**src/rtl/i2s_tdm_rx.sv**
```systemverilog
// rtl/i2s_tdm_rx.sv - I2S / left-justified / TDM serial-audio receiver for a master-mode ADC
//
// Purpose: oversamples bck/lrck/adata in the clk domain, locks to the frame structure and
// returns one SAMPLE_W-bit word per channel slot through a single-entry valid/ready register.
//
// Ports:
//   clk, rst                          system clock, synchronous active-low reset
//   bck, lrck, adata                  asynchronous serial inputs driven by the ADC
//   enable                            0 holds the receiver in WAIT_SYNC
//   fmt_sel                           0 = I2S (lrck fall, 1-bck data delay), 1 = LJ (lrck rise)
//   clr_ovr                           clears the sticky overrun flag
//   out_data, out_ch                  received word and its slot index
//   out_valid, out_ready              output handshake
//   locked                            receiver is in RUN
//   sync_err                          one-clk pulse on an early or missing frame edge
//   overrun                           sticky, a completed word was dropped

module i2s_tdm_rx #(
  parameter int SAMPLE_W    = 24,
  parameter int SLOT_W      = 32,
  parameter int NUM_CH      = 2,
  parameter int LOCK_FRAMES = 2
) (
  input  logic                      clk,
  input  logic                      rst,
  input  logic                      bck,
  input  logic                      lrck,
  input  logic                      adata,
  input  logic                      enable,
  input  logic                      fmt_sel,
  input  logic                      clr_ovr,
  output logic [SAMPLE_W-1:0]       out_data,
  output logic [$clog2(NUM_CH)-1:0] out_ch,
  output logic                      out_valid,
  input  logic                      out_ready,
  output logic                      locked,
  output logic                      sync_err,
  output logic                      overrun
);

  localparam int CW = $clog2(NUM_CH);
  localparam int BW = $clog2(SLOT_W);

  // fmt_sel is run-time selectable, so the I2S constraint (word ends before the slot does)
  // has to hold for every build.
  generate
    if (SAMPLE_W < 1 || SAMPLE_W >= SLOT_W || SLOT_W < 8 || SLOT_W > 64 ||
        NUM_CH < 2 || NUM_CH > 8 || LOCK_FRAMES < 1 || LOCK_FRAMES > 15) begin : g_bad_params
      $error("i2s_tdm_rx: parameter out of range");
    end
  endgenerate

  typedef enum logic [1:0] {
    WAIT_SYNC = 2'd0,
    LOCKING   = 2'd1,
    RUN       = 2'd2
  } state_t;

  state_t              state_q;
  logic                bck_s1_q, bck_s2_q, bck_prev_q;
  logic                lrck_s1_q, lrck_s2_q, lrck_last_q;
  logic                adata_s1_q, adata_s2_q;
  logic                fmt_q;
  logic [BW-1:0]       bit_q;
  logic [CW-1:0]       slot_q;
  logic [3:0]          good_cnt_q;
  logic [SAMPLE_W-1:0] shift_q;
  logic [SAMPLE_W-1:0] out_data_q;
  logic [CW-1:0]       out_ch_q;
  logic                out_valid_q, locked_q, sync_err_q, overrun_q;

  logic                ev, fmt_eff, edge_seen, at_wrap;
  logic                good_edge, early, missing, enter_run, run_ev;
  logic                in_word, done, drop;
  logic [BW-1:0]       bit_d, first_bit, last_bit;
  logic [CW-1:0]       slot_d;
  logic [SAMPLE_W-1:0] word;

  always_comb begin
    ev        = bck_s2_q & ~bck_prev_q;
    // While hunting for sync the live fmt_sel picks the edge; afterwards the latched copy does.
    fmt_eff   = (state_q == WAIT_SYNC) ? fmt_sel : fmt_q;
    edge_seen = ev & (fmt_eff ? (lrck_s2_q & ~lrck_last_q) : (~lrck_s2_q & lrck_last_q));
    at_wrap   = (slot_q == CW'(NUM_CH - 1)) && (bit_q == BW'(SLOT_W - 1));
    good_edge = edge_seen & at_wrap;
    early     = edge_seen & ~at_wrap;
    missing   = ev & at_wrap & ~edge_seen;
    enter_run = (state_q == LOCKING) & good_edge & (good_cnt_q == 4'(LOCK_FRAMES - 1));
    // The frame whose edge completes locking is already captured.
    run_ev    = enable & ev & ~early & ~missing & ((state_q == RUN) | enter_run);

    // pos is kept as (slot, bit) so no multiply/divide by SLOT_W is needed.
    if (bit_q == BW'(SLOT_W - 1)) begin
      bit_d  = '0;
      slot_d = at_wrap ? '0 : slot_q + CW'(1);
    end else begin
      bit_d  = bit_q + BW'(1);
      slot_d = slot_q;
    end

    // I2S data sits one bck later inside the same slot; SAMPLE_W < SLOT_W keeps it in range.
    first_bit = fmt_q ? '0 : BW'(1);
    last_bit  = fmt_q ? BW'(SAMPLE_W - 1) : BW'(SAMPLE_W);
    in_word   = run_ev & (bit_d >= first_bit) & (bit_d <= last_bit);
    done      = run_ev & (bit_d == last_bit);
    word      = SAMPLE_W'({shift_q, adata_s2_q});
    drop      = done & out_valid_q & ~out_ready;
  end

  always_ff @(posedge clk) begin
    if (!rst) begin
      state_q     <= WAIT_SYNC;
      bck_s1_q    <= 1'b0;
      bck_s2_q    <= 1'b0;
      bck_prev_q  <= 1'b0;
      lrck_s1_q   <= 1'b0;
      lrck_s2_q   <= 1'b0;
      lrck_last_q <= 1'b0;
      adata_s1_q  <= 1'b0;
      adata_s2_q  <= 1'b0;
      fmt_q       <= 1'b0;
      bit_q       <= '0;
      slot_q      <= '0;
      good_cnt_q  <= '0;
      shift_q     <= '0;
      out_data_q  <= '0;
      out_ch_q    <= '0;
      out_valid_q <= 1'b0;
      locked_q    <= 1'b0;
      sync_err_q  <= 1'b0;
      overrun_q   <= 1'b0;
    end else begin
      bck_s1_q   <= bck;
      bck_s2_q   <= bck_s1_q;
      bck_prev_q <= bck_s2_q;
      lrck_s1_q  <= lrck;
      lrck_s2_q  <= lrck_s1_q;
      adata_s1_q <= adata;
      adata_s2_q <= adata_s1_q;
      if (ev) begin
        lrck_last_q <= lrck_s2_q;
      end

      sync_err_q <= 1'b0;
      if (!enable) begin
        state_q    <= WAIT_SYNC;
        locked_q   <= 1'b0;
        bit_q      <= '0;
        slot_q     <= '0;
        good_cnt_q <= '0;
      end else if (ev) begin
        unique case (state_q)
          WAIT_SYNC: begin
            if (edge_seen) begin
              state_q    <= LOCKING;
              fmt_q      <= fmt_sel;
              bit_q      <= '0;
              slot_q     <= '0;
              good_cnt_q <= '0;
            end
          end
          default: begin
            if (early) begin
              sync_err_q <= 1'b1;
              state_q    <= LOCKING;
              locked_q   <= 1'b0;
              bit_q      <= '0;
              slot_q     <= '0;
              good_cnt_q <= '0;
            end else if (missing) begin
              sync_err_q <= 1'b1;
              state_q    <= WAIT_SYNC;
              locked_q   <= 1'b0;
              bit_q      <= '0;
              slot_q     <= '0;
              good_cnt_q <= '0;
            end else begin
              bit_q  <= bit_d;
              slot_q <= slot_d;
              if ((state_q == LOCKING) && good_edge) begin
                good_cnt_q <= good_cnt_q + 4'd1;
                if (enter_run) begin
                  state_q  <= RUN;
                  locked_q <= 1'b1;
                end
              end
            end
          end
        endcase
      end

      if (in_word) begin
        shift_q <= word;
      end

      // Single-entry output register: a held word is never overwritten.
      if (done && !drop) begin
        out_data_q  <= word;
        out_ch_q    <= slot_d;
        out_valid_q <= 1'b1;
      end else if (out_valid_q && out_ready) begin
        out_valid_q <= 1'b0;
      end

      if (drop) begin
        overrun_q <= 1'b1;
      end else if (clr_ovr) begin
        overrun_q <= 1'b0;
      end
    end
  end

  assign out_data  = out_data_q;
  assign out_ch    = out_ch_q;
  assign out_valid = out_valid_q;
  assign locked    = locked_q;
  assign sync_err  = sync_err_q;
  assign overrun   = overrun_q;

endmodule
```
**config.mk**
```make
export PLATFORM = sky130hd
export DESIGN_NAME = i2s_tdm_rx
export DESIGN_NICKNAME = d
export VERILOG_FILES = /design/src/rtl/i2s_tdm_rx.sv
export SDC_FILE = /design/constraint.sdc
export NUM_CORES = 1
export LEC_CHECK = 0
export CORE_MARGIN = 3
export CORE_UTILIZATION = 49
export CTS_CLUSTER_SIZE = 14
export DETAILED_ROUTE_END_ITERATION = 6
export GPL_ROUTABILITY_DRIVEN = 0
export MAX_ROUTING_LAYER = met4
export PLACE_DENSITY = 0.86
export SLEW_MARGIN = 10
export SYNTH_ARGS = -nofsm -noshare
export SYNTH_HDL_FRONTEND = slang
export SYNTH_SLANG_ARGS = --single-unit
export TNS_END_PERCENT = 100
```
**constraint.sdc**
```tcl
create_clock -name clk -period 3 [get_ports clk]
set_clock_uncertainty 0.2 [all_clocks]
set_input_delay 0.3 -clock clk [delete_from_list [all_inputs] [get_ports clk]]
set_output_delay 0.3 -clock clk [all_outputs]
set_load 0.01 [all_outputs]
```
### Word level (Yosys, flattened, before mapping)

Cells that the tools add are included.

| storage, ports and cells | value |
|---|---|
| bits in registers | 73 |
| bits in latches | 0 |
| memory bits (writable) | 0 |
| ROM bits | 0 |
| bits of input ports | 9 |
| word-level logic and storage cells | 118 |
| memories | 0 |

| cells by class | value |
|---|---|
| add/subtract/negate cells | 3 |
| multiply operators | 0 |
| div/mod/pow operators | 0 |
| $lt $le $gt $ge | 2 |
| equal/unequal tests | 6 |
| shifts and indexed selects | 0 |
| multiplexer cells | 36 |
| bitwise operators | 32 |
| reductions and logical operators | 19 |

Operator list:

| cell | number |
|---|---|
| 5-bit two-way mux | 5 |
| 4-bit two-way mux | 6 |
| 1-bit bitwise AND | 19 |
| 1-bit two-way mux | 19 |
| 2-bit two-way mux | 6 |
| 1-bit inverter | 12 |
| 4-bit AND reduction | 3 |
| 4-bit nonzero test | 2 |
| 3-bit nonzero test | 2 |
| 5-bit by 1-bit adder with 5-bit output (second input constant) | 1 |
| 5-bit equality test | 1 |
| 5-bit equality test (second input constant) | 1 |
| 5-bit by 1-bit greater-or-equal comparator with 1-bit output | 1 |
| 5-bit <= comparator | 1 |
| 4-bit by 1-bit adder with 4-bit output (second input constant) | 1 |
| 4-bit by 1-bit equality test with 1-bit output (second input constant) | 1 |
| 1-bit logical AND | 4 |
| 2-bit AND reduction | 2 |
| 2-bit nonzero test | 2 |
| 4-bit OR reduction | 1 |
| 3-bit AND reduction | 1 |
| 2-bit by 1-bit equality test with 1-bit output (second input constant) | 1 |
| 2-bit equality test (second input constant) | 1 |
| 2-bit zero test | 1 |
| other kinds (4) | 4 |

### Longest topological paths before layout

Gate-level depths: netlist of the first run.

| depth | value |
|---|---|
| word-level depth | 15 |
| gate-level depth with buffers | 14 |
| mapped depth without buffers | 12 |

### Worst setup path before layout of the first run

OpenSTA, ideal clock, no wires.

| path | value |
|---|---|
| path kind | register to register |
| start point | reg bit_q[0] |
| end point | reg shift_q[2] |
| library setup time | 0.120 ns |
| arrival | 2.704 ns |
| setup slack | -0.024 ns |
| stages on the path, launching flop included | 13 |
| path buffers | 2 |
| path through | dfxtp_1 -> ha_1 -> and3_1 -> ha_1 -> nor2_1 -> inv_1 -> ha_1 -> nor3b_1 -> and3b_1 -> or4_1 -> buf_2 -> buf_6 -> mux2i_1 |

| between the ends | value |
|---|---|
| cells in the longest elaborated chain, start to end | 10 |
| elaborated cells on any way between the ends | 21 |
| those cells by class | add/sub (1); order compare (2); eq/ne (1); mux (1); bitwise (15); reduce/logical (1) |

RTL lines:

| what | RTL line | RTL |
|---|---|---|
| start, declared | 64 | `logic [BW-1:0] bit_q;` |
| start signal, assigned | 178 | `bit_q <= bit_d;` |
| branches (longest 9 deep; another with 5-bit by 1-bit adder with 5-bit output) | - |  |
| 1-bit bitwise AND (*) | 104 | `in_word = run_ev & (bit_d >= first_bit) & (bit_d <= last_bit);` |
| end signal, assigned | 193 | `shift_q <= word;` |
| end, declared | 67 | `logic [SAMPLE_W-1:0] shift_q;` |

Every way passes the cells marked *.
A chain may end at the register's enable or synchronous reset.

### Worst setup path in the final report of the first run

| path | value |
|---|---|
| start point | reg bit_q[1] |
| end point | reg shift_q[4] |

The elaborated chain is that of the path after synthesis.

==> run_results.csv, run 1 <==
group,metric,value,unit
status,outcome,"complete, but fails checks",
status,violations,"setup timing",
pwr,p_per_area,478,nW/um2
yosys,synth_cells,317,
drt,dr_total_vias,2411,
yosys,ys_warn_count,0,
global_route,grt_overflow,0,
worst_setup_path,cp_data_required_time,3030,ps
drt,viasPerCell,5.44,
yosys,post-synth-top-area-cell,"dfxtp_1",
worst_setup_path,critPathArrivalTime,3080,ps
worst_setup_path,path_class,"flop to flop",
cts,insertion_delay,350,ps
sta,period_share,102,%
cts,clockBufferDepth,2,
yosys,synth_xor_xnor_area_share,1.71,%
yosys,synth_top_family_by_area,"simple AND/OR/NAND/NOR gates",
yosys,synth-simple-area-share,18.4,%
cts,path_clk_slew,80,ps
sta,rsz0062_at_grt,"true",
sta,setup_tns,-81.5,ps
pwr,p_leak,0.00152,uW
yosys,synth-edff-count,0,
yosys,ys_seq_area_share,47.5,%
cells_and_area,fin_util,66.8,%
cts,clock-sinks,73,
sta,finalHoldViolations,0,
yosys,ys_top_cells_by_area,"dfxtp_1 (47%), mux2i_1 (18%), nand2_1 (7.1%), ha_1 (4.5%), nor2_1 (2.6%)",
min_path,hold_class,"flop to flop",
sta,post-route-worst-setup-slack,-47.5,ps
global_route,grt_pass1_wl,11400,um
die,die_x,85.2,um
yosys,synth_fa_ha_area_share,4.47,%
cells_and_area,fill_cells,430,
cells_and_area,final_common_cell,"dfxtp_1",
yosys,synth-compound-area-share,5.94,%
worst_setup_path,end_kind,"flop",
worst_setup_path,reg2reg_slack,-50,ps
yosys,synthMuxAreaShare,17.9,%
pwr,irDropWorstVdd,0.000332,V
worst_setup_path,r2r_cells,11,
die,core,5990,um2
global_route,grt_usage,20.3,%
die,die_y,85.2,um
cells_and_area,drive_above_1_share,16.0,%
sta,drv_slew,0,
drt,drc,0,
placement,dp_hpwl,4170,um
worst_setup_path,start_kind,"flop",
yosys,synth_area_per_cell,9.71,um2
worst_setup_path,critPathMaxFanout,6,
drt,routed_wl,7130,um
sta,worst_slew_pin_slew,558,ps
yosys,syn_nets,337,
cts,cts_root_buf,"clkbuf_8",
die,start_util,51.4,%
placement,port_buffers,37,
yosys,ys.flop_type,"dfxtp_1",
cts,cts_buffers,9,
cells_and_area,final_nets,383,
sta,fin_crit,3050,ps
sta,setup_viol,3,
global_route,grt_max_degree,35,
cts,htreeDepth,3,
drt,ant_nets,0,
yosys,synthDominantCellAreaShare,47.5,%
drt,drtIter0Drc,98,
global_route,grt_pass1_vias,2461,
die,boundaryPins,38,
min_path,whs_path_depth,1,
yosys,synth-seq-cells,73,
die,std_cell_rows,28,
cells_and_area,diodes,0,
pwr,finalPower,1910,uW
yosys,yosys.cell_types.count,38,
flow_run,drv_cap,0,
cells_and_area,area_growth_syn_to_layout,30.0,%
yosys,ys_async_sr_fraction,0,%
yosys,syn_area,3080,um2
cells_and_area,final_cell_mix,"dfxtp_1 (70), nand2_1 (57), mux2i_1 (52)",
global_route,antenna_found_initial,0,
drt,dr.pass1.iters,4,
drt,wl_per_cell,16.1,um
sta,max_freq,328,MHz
cts,cts_tree,"built",
die,dieArea,7270,um2
sta,max_slew_margin,62.8,%
placement,place_ws,-166,ps
## synth_stat cells, types with 6 or more instances
library cell and number:
a21oi_1 7, and2_1 9, clkbuf_1 12, dfxtp_1 73
ha_1 11, inv_1 7, mux2i_1 55, nand2_1 58
nor2_1 21, nor3_1 6, o21ai_0 6
## worst max-delay path, stage by stage (launching register included)
cell and delay (ps):
dfxtp_4 360, ha_4 160, and3_4 180, ha_4 190, nor2_4 110, inv_2 70
ha_4 250, nor3b_4 270, and3b_1 220, or4_4 550, buf_16 180, mux2i_4 180
## power breakdown
group	internal, uW	total (uW)	switching [uW]
Clock	519	893	374
Combinational	19.6	46.7	27.0
Sequential	971	974	2.61
Total	1510	1910	403
## per-stage QoR
| step | instance area (um2) | instances | hold slack (ps) |
|---|---|---|---|
| after detailed placement | 3560 | 423 | 222 |
| after global routing | 4000 | 443 | 255 |
| after floorplan | 3080 | 317 | 212 |
| after CTS | 3950 | 444 | 234 |
| after global placement | 3560 | 423 | 221 |
| final | 4000 | 443 | 232 |
## final timing paths
kind	endpoint	startpoint
max reg2reg	shift_q[4]$_SDFFE_PN0P_	bit_q[1]$_SDFFE_PN0P_
min	bck_s2_q$_SDFF_PN0_	bck_s1_q$_SDFF_PN0_
max	shift_q[4]$_SDFFE_PN0P_	bit_q[1]$_SDFFE_PN0P_
min reg2reg	bck_s2_q$_SDFF_PN0_	bck_s1_q$_SDFF_PN0_
## registers in the layout, indices dropped and copies added, names as in the netlist, 2 cells and up
name,cells
out_data,24
shift_q,23
bit_q,5
good_cnt_q,4
state_q,2
## final cells by class
cell class | instances | area [um2] | share of cell area (%)
Multi-Input combinational cell | 219 | 1640 | 41.0
Sequential cell | 73 | 1470 | 36.7
Timing Repair Buffer | 53 | 534 | 13.4
Clock buffer | 11 | 151 | 3.78
Tap cell | 75 | 93.8 | 2.35
Clock inverter | 5 | 86.3 | 2.16
Inverter | 7 | 26.3 | 0.657
## metal layers
metal / vias up / track usage [%] / share of wire (%)
met5: - / - / 0
met4: 0 / 8.92 / 2.5
met3: 17 / 4.37 / 4.0
met2: 64 / 34.7 / 52
met1: 1165 / 22.7 / 42
li1: 1165 / - / -
## what timing repair did
item / in CTS / in global routing
setup buffers: 3 / 1
hold buffers: 0 / 0
cloned: 2 / 0
resized for setup: 13 / 20
setup endpoints to repair: 23 / 47
pin swaps: 4 / 7
## kinds of logic after synthesis
| kind of cell | Yosys count |
|---|---|
| AOI/OAI and AO/OA | 27 |
| muxes | 55 |
| xor gates and xnor gates | 6 |
| adders and majority gates | 11 |
| buffers and inverters | 25 |
| and+or+nand+nor | 120 |
| DFF | 73 |
No activity file was read; power rests on OpenSTA's default activity.
==> run 2: changes to the inputs <==
--- a/config.mk
+++ b/config.mk
@@ -5,6 +5,7 @@
 export SDC_FILE = /design/constraint.sdc
 export NUM_CORES = 1
 export LEC_CHECK = 0
+export CAP_MARGIN = 20
 export CORE_MARGIN = 3
 export CORE_UTILIZATION = 49
 export CTS_CLUSTER_SIZE = 14
@@ -12,7 +13,7 @@
 export GPL_ROUTABILITY_DRIVEN = 0
 export MAX_ROUTING_LAYER = met4
 export PLACE_DENSITY = 0.86
-export SLEW_MARGIN = 10
+export SLEW_MARGIN = 25
 export SYNTH_ARGS = -nofsm -noshare
 export SYNTH_HDL_FRONTEND = slang
 export SYNTH_SLANG_ARGS = --single-unit
==> results of run 2 <==
No change in the layout: final DEF, timing and power equal those of run 1.
